## config.mk

```make
export PLATFORM = sky130hd
export DESIGN_NAME = uart_date_parser
export DESIGN_NICKNAME = d
export VERILOG_FILES = /design/src/rtl/uart_date_pkg.sv /design/src/rtl/uart_date_parser_date_check.sv /design/src/rtl/uart_date_parser.sv
export SDC_FILE = /design/constraint.sdc
export NUM_CORES = 1
export LEC_CHECK = 0
export CORE_MARGIN = 5
export CORE_UTILIZATION = 60
export CTS_BUF_LIST = sky130_fd_sc_hd__clkbuf_2
export DETAILED_ROUTE_END_ITERATION = 8
export PLACE_DENSITY = 0.88
export SLEW_MARGIN = 20
export SYNTH_ARGS = -nofsm -noshare
export SYNTH_HDL_FRONTEND = slang
export SYNTH_SLANG_ARGS = --single-unit
```

## constraint.sdc

```tcl
create_clock -name clk -period 10.5 [get_ports clk]
set_clock_uncertainty 0.05 [all_clocks]
set_input_delay 1.05 -clock clk [delete_from_list [all_inputs] [get_ports clk]]
set_output_delay 1.05 -clock clk [all_outputs]
set_load 0.01 [all_outputs]
```

## src/rtl/uart_date_pkg.sv

```systemverilog
// Shared types and constants for the UART date-set frame parser.
package uart_date_pkg;

   typedef enum logic [1:0] {
      IDLE   = 2'd0,
      DIGITS = 2'd1,
      TERM   = 2'd2,
      CHECK  = 2'd3
   } state_t;

   localparam logic [7:0] HDR_CHAR_DEF  = 8'h44;  // 'D'
   localparam logic [7:0] TERM_CHAR_DEF = 8'h0D;  // CR
   localparam logic [7:0] ASCII_ZERO    = 8'h30;
   localparam logic [7:0] ASCII_NINE    = 8'h39;

   // Power-on date, identical to the calendar counter's own reset date
   localparam logic [6:0] RST_YEAR  = 7'd24;
   localparam logic [6:0] RST_MONTH = 7'd2;
   localparam logic [6:0] RST_DAY   = 7'd2;

   // Month length; year 00 counts as a leap year. Unknown months give 0,
   // so any day compares as out of range.
   function automatic logic [6:0] days_in_month(input logic [6:0] month,
                                                input logic [6:0] year);
      logic [6:0] dim;
      case (month)
         7'd1, 7'd3, 7'd5, 7'd7, 7'd8, 7'd10, 7'd12: dim = 7'd31;
         7'd4, 7'd6, 7'd9, 7'd11:                    dim = 7'd30;
         7'd2:    dim = ((year % 7'd4) == 7'd0) ? 7'd29 : 7'd28;
         default: dim = 7'd0;
      endcase
      return dim;
   endfunction

endpackage

```

## src/rtl/uart_date_parser_date_check.sv

```systemverilog
// Combinational conversion of six BCD digits (YYMMDD) into binary fields
// plus a calendar validity flag.
module date_check
   import uart_date_pkg::*;
(
   input  logic [3:0] d0,
   input  logic [3:0] d1,
   input  logic [3:0] d2,
   input  logic [3:0] d3,
   input  logic [3:0] d4,
   input  logic [3:0] d5,
   output logic [6:0] yy,
   output logic [6:0] mm,
   output logic [6:0] dd,
   output logic       valid
);

   // Tens*10 + units at 7 bits (max 99), then range-check month and day
   always_comb begin
      yy    = 7'(d0) * 7'd10 + 7'(d1);
      mm    = 7'(d2) * 7'd10 + 7'(d3);
      dd    = 7'(d4) * 7'd10 + 7'(d5);
      valid = (mm >= 7'd1) && (mm <= 7'd12) &&
              (dd >= 7'd1) && (dd <= days_in_month(mm, yy));
   end

endmodule

```

## src/rtl/uart_date_parser.sv

```systemverilog
// Parses 'D' YY MM DD CR frames from the UART receiver and emits a
// validated binary date with a one-cycle load strobe for the calendar.
module uart_date_parser
   import uart_date_pkg::*;
#(
   parameter int unsigned TIMEOUT_CYCLES = 50_000_000,
   parameter logic [7:0]  HDR_CHAR       = HDR_CHAR_DEF,
   parameter logic [7:0]  TERM_CHAR      = TERM_CHAR_DEF
) (
   input  logic       clk,
   input  logic       reset,
   input  logic [7:0] rx_data,
   input  logic       rx_valid,
   output logic [6:0] day_out,
   output logic [6:0] month_out,
   output logic [6:0] year_out,
   output logic       load_pulse,
   output logic       frame_err,
   output logic       busy
);

   localparam int CNT_W = $clog2(TIMEOUT_CYCLES);
   // Abort on the edge at which the idle count would reach TIMEOUT_CYCLES-1
   localparam logic [CNT_W-1:0] TMO_LAST = CNT_W'(TIMEOUT_CYCLES - 2);

   state_t           state, state_nxt;
   logic [2:0]       idx, idx_nxt;
   logic [CNT_W-1:0] tmo_cnt, tmo_cnt_nxt;
   logic [3:0]       digit [6];
   logic             digit_we;
   logic             load_nxt, err_nxt;
   logic             is_digit, is_hdr, tmo_hit;
   logic [6:0]       chk_yy, chk_mm, chk_dd;
   logic             chk_valid;

   assign is_digit = (rx_data >= ASCII_ZERO) && (rx_data <= ASCII_NINE);
   assign is_hdr   = (rx_data == HDR_CHAR);
   assign tmo_hit  = !rx_valid && (tmo_cnt == TMO_LAST);

   date_check u_date_check (
      .d0    (digit[0]),
      .d1    (digit[1]),
      .d2    (digit[2]),
      .d3    (digit[3]),
      .d4    (digit[4]),
      .d5    (digit[5]),
      .yy    (chk_yy),
      .mm    (chk_mm),
      .dd    (chk_dd),
      .valid (chk_valid)
   );

   // State register
   always_ff @(posedge clk) begin
      if (reset) state <= IDLE;
      else       state <= state_nxt;
   end

   // Next-state, digit index, idle counter and strobe decisions
   always_comb begin
      state_nxt   = state;
      idx_nxt     = idx;
      tmo_cnt_nxt = '0;
      digit_we    = 1'b0;
      load_nxt    = 1'b0;
      err_nxt     = 1'b0;
      case (state)
         IDLE: begin
            if (rx_valid && is_hdr) begin
               state_nxt = DIGITS;
               idx_nxt   = 3'd0;
            end
         end
         DIGITS: begin
            if (rx_valid) begin
               if (is_digit) begin
                  digit_we = 1'b1;
                  if (idx == 3'd5) begin
                     state_nxt = TERM;
                     idx_nxt   = 3'd0;
                  end else begin
                     idx_nxt = idx + 3'd1;
                  end
               end else if (is_hdr) begin
                  idx_nxt = 3'd0;
               end else begin
                  err_nxt   = 1'b1;
                  state_nxt = IDLE;
               end
            end else if (tmo_hit) begin
               err_nxt   = 1'b1;
               state_nxt = IDLE;
            end else begin
               tmo_cnt_nxt = tmo_cnt + 1'b1;
            end
         end
         TERM: begin
            if (rx_valid) begin
               if (rx_data == TERM_CHAR) begin
                  state_nxt = CHECK;
               end else begin
                  err_nxt   = 1'b1;
                  state_nxt = IDLE;
               end
            end else if (tmo_hit) begin
               err_nxt   = 1'b1;
               state_nxt = IDLE;
            end else begin
               tmo_cnt_nxt = tmo_cnt + 1'b1;
            end
         end
         CHECK: begin
            state_nxt = IDLE;
            load_nxt  = chk_valid;
            err_nxt   = !chk_valid;
         end
         default: state_nxt = IDLE;
      endcase
   end

   // Outputs decoded from state
   always_comb begin
      busy = (state != IDLE);
   end

   // Control registers, strobes and the held date
   always_ff @(posedge clk) begin
      if (reset) begin
         idx        <= 3'd0;
         tmo_cnt    <= '0;
         load_pulse <= 1'b0;
         frame_err  <= 1'b0;
         year_out   <= RST_YEAR;
         month_out  <= RST_MONTH;
         day_out    <= RST_DAY;
      end else begin
         idx        <= idx_nxt;
         tmo_cnt    <= tmo_cnt_nxt;
         load_pulse <= load_nxt;
         frame_err  <= err_nxt;
         if (load_nxt) begin
            year_out  <= chk_yy;
            month_out <= chk_mm;
            day_out   <= chk_dd;
         end
      end
   end

   // Digit storage; ASCII '0'..'9' carry their value in the low nibble
   always_ff @(posedge clk) begin
      if (digit_we) digit[idx] <= rx_data[3:0];
   end

endmodule

```

==> parameters.txt <==
Parameter                              Value

Detailed routing
  Routed vias/inst    5.96
  Average detailed-routed wire length per instance    16.5 um
  Total Wirelength    8.60 mm
  Antenna viol nets, final    0
  Total DRC errors in the routed layout    0
  Number of detailed-routing iterations run before antenna repair    5
  Total via count after detailed routing    3097
  Violation count after the first detailed-routing iteration    161

Floorplanning
  Die span in y    91.9 um
  Core Box Area    6420 um2
  Initial standard-cell utilization of the core    62.7%
  Top-level I/O count    35
  Horizontal extent of the die    91.9 um
  Area enclosed by the die boundary    8440 um2
  Std cell rows    29

Setup path
  Sort of element at the end of the critical path    flop
  Worst Path Required    10.84 ns
  Critical Path AT    5.37 ns
  Worst-path maximum fanout    13
  Kind of critical path    flop to flop
  R2R cell count    14
  Kind of start point of the critical path    flop

Power and ir drop
  Lkg Pwr    1.63 nW
  Pwr Density    108 nW/um2
  Cell internal pwr    0.000373 W
  Net switching power figure    0.000115 W
  Switching fraction of total power    23.6%
  Logic pwr share    3.8%
  Sequential cell fraction of total power    63.9%
  Peak ir drop on the vdd network    0.0903 mV
  Fraction of power consumed by the clock network    32.3%

Global routing
  Overall overflow remaining after global route    0
  Number of antenna violations at the first check in global routing    0
  Global router's overall resource usage    21.6%
  Global-route wire length before repair    14.7 mm
  Met2 layer usage reported by global route    37.0%
  Global-route track usage on met3    4.58%
  Busiest grt layer    met2
  Maximum number of pins on one net before global-route repair    27
  Via count of the first global-routing pass    3110
  M1 GR Usage    26.2%

STA
  Setup Total Neg Slack    0 ns
  Final clock period utilization by the worst path    47.9%
  Final period demand of the worst path    5.03 ns
  Slew @ Worst Pin    1.07 ns
  Max_slew headroom    27.8%
  Upper clock frequency limit    0.199 GHz
  Unrepaired setup endpoints after global routing    no
  Final hold viol count    0
  Count of final setup violators    0
  Number of pins with negative max-slew slack in the final report    0

Clocking
  CTS max path bufs    2
  Setup Fix Bufs, Post-CTS    0
  Library cell used as clock root buffer    clkbuf_2
  Clk slew on worst S/H paths    0.21 ns
  Count of H-tree levels built during CTS    3
  TritonCTS clock tree    done
  Number of clock sinks    78
  Cts bufs inserted    9
  Clock latency on the worst-skew pair    0.52 ns
  Hold-fix buffers at CTS    0
  Cts repair resizes    0

Yosys
  Share of synthesized flip-flops with an asynchronous set or reset    0%
  Count of distinct cell types in the synthesized netlist    58
  Post-Synthesis Mean Instance Area    9.89 um2
  Synth Flop Type    dfxtp_1
  Yosys warns    0
  Post-synthesis instance area    4020 um2
  Synthesized Nets    453
  EDFF count, synth    24
  #FFs+latches synth    78
  Post-synthesis instance total    407
  Sequential area share after synthesis    44.8%

Job
  Max-capacitance violation count    0

Worst hold path
  HP Class    flop to flop
  Number of cells on the worst hold path    1

Layout
  Final antenna diode count    0
  Final core utilization    70.5%
  # nets final    485
  Layout-stage area growth over the synthesis result    12.5%
  Share of final-layout standard cells stronger than drive strength 1    5.42%

Placement
  Port Buffers    34
  Weighted congestion at the end of routability-driven global placement    0.836
  Hpwl dp    6.40 mm

Outcome
  Result of the run    complete, no violations
## cell usage in the layout, fill, tap and decap left out, types with 4 or more instances in the layout
master | synthesis | routed
dfxtp_1 | 54 | 54
nor2_1 | 48 | 48
clkdlybuf4s50_1 | 0 | 34
ha_1 | 29 | 29
nand3_1 | 27 | 27
edfxtp_1 | 24 | 24
inv_1 | 21 | 21
xor2_1 | 21 | 21
o21ai_0 | 21 | 21
a21oi_1 | 18 | 18
nand2_1 | 16 | 16
xnor2_1 | 13 | 13
nand4_1 | 9 | 9
clkbuf_2 | 0 | 9
a211oi_1 | 8 | 8
nor3b_1 | 7 | 7
fa_1 | 6 | 6
a21o_1 | 5 | 5
nor4b_1 | 5 | 4
and4_1 | 4 | 4
nor2b_1 | 4 | 4
## cells in the mapped netlist, types with 4 or more instances
cell type,n,share of area [%]
nand4_1,9,1.4
edfxtp_1,24,18
nor2_1,48,4.5
nor4b_1,5,1.1
and4_1,4,0.87
clkbuf_1,11,1.0
nand2_1,16,1.5
dfxtp_1,54,27
xor2_1,21,4.6
fa_1,6,3.0
ha_1,29,9.0
nor3b_1,7,1.3
o21ai_0,21,2.6
nand3_1,27,3.4
nor2b_1,4,0.62
inv_1,21,2.0
a211oi_1,8,1.5
a21o_1,5,0.93
a21oi_1,18,2.2
xnor2_1,13,2.8
## critical path, stage by stage, from the launching register on
cell and delay, ns:
edfxtp_1 0.49, ha_1 0.33, ha_1 0.19, inv_1 0.06, fa_1 0.45, nor4b_1 0.64
nor2_1 0.20, or2_2 0.38, ha_1 0.30, a21o_1 0.18, mux2i_1 0.17, a21o_1 0.15
o2111ai_1 0.44, nor2_1 0.71, a211oi_1 0.17
## kinds of logic (layout without fill, tap and decap cells)
| logic type | Yosys count | in the layout | synth area share (%) |
|---|---|---|---|
| flip-flops | 78 | 78 | 44.8 |
| adder cells (fa/ha/maj) | 35 | 35 | 12.0 |
| AO/OA/AOI/OAI | 76 | 76 | 12.4 |
| buffers and inverters | 35 | 71 | 3.33 |
| multiplexers | 3 | 3 | 0.746 |
| AND/OR/NAND/NOR | 146 | 146 | 19.3 |
| XOR/XNOR | 34 | 34 | 7.40 |
## flip-flops by register name, indices dropped and copies added, names as in the netlist
| signal | count |
|---|---|
| frame_err | 1 |
| month_out | 7 |
| idx | 3 |
| load_pulse | 1 |
| state | 2 |
| digit | 24 |
| day_out | 7 |
| tmo_cnt | 26 |
| year_out | 7 |
## power by group through the flow
stage	combinational [W]	clock, W	sequential (W)
final	0.0000186	0.000157	0.000312
after global routing	0.0000204	0.000176	0.000312
after CTS	0.0000184	0.000160	0.000312
after detailed placement	0.0000182	0	0.000318
after global placement	0.0000177	0	0.000318
after floorplan	0.00000965	0	0.000318
## cell type report
cell class / count / area (um2)
clock buffers: 9 / 45.0
clock inverters: 6 / 62.6
fillers: 462 / 1900
repair buffers: 35 / 348
inverters: 21 / 78.8
well taps: 77 / 96.3
flip-flops and latches: 78 / 1800
multi-input cells: 294 / 2090
## path summary, 6_finish.rpt
check          startpoint           end  slack (ns)
min          month_out[6]  month_out[6]        0.44
max           digit[2][1]   year_out[2]        5.47
max reg2reg   digit[2][1]   year_out[2]        5.47
min reg2reg  month_out[6]  month_out[6]        0.44
## stage by stage
step	instances	total power, W	cell area [um2]	hold slack, ns	setup WS [ns]
final	520	0.000488	4530	0.438	5.47
after floorplan	407	0.000328	4020	0.406	6.72
after CTS	520	0.000490	4520	0.440	5.52
after detailed placement	505	0.000336	4410	0.416	5.52
after global placement	505	0.000336	4410	0.414	5.96
after global routing	520	0.000509	4530	0.452	5.22
## per-layer routing
layer  part of all wire [%]  vias to the layer above  wire [um]
met2                     50                       78       4320
met5                      0                        -          0
met4                    1.8                        0        155
met3                    4.3                       14        369
met1                     44                     1467       3750
li1                       -                     1538          -
(Power assumes the default switching activity.)
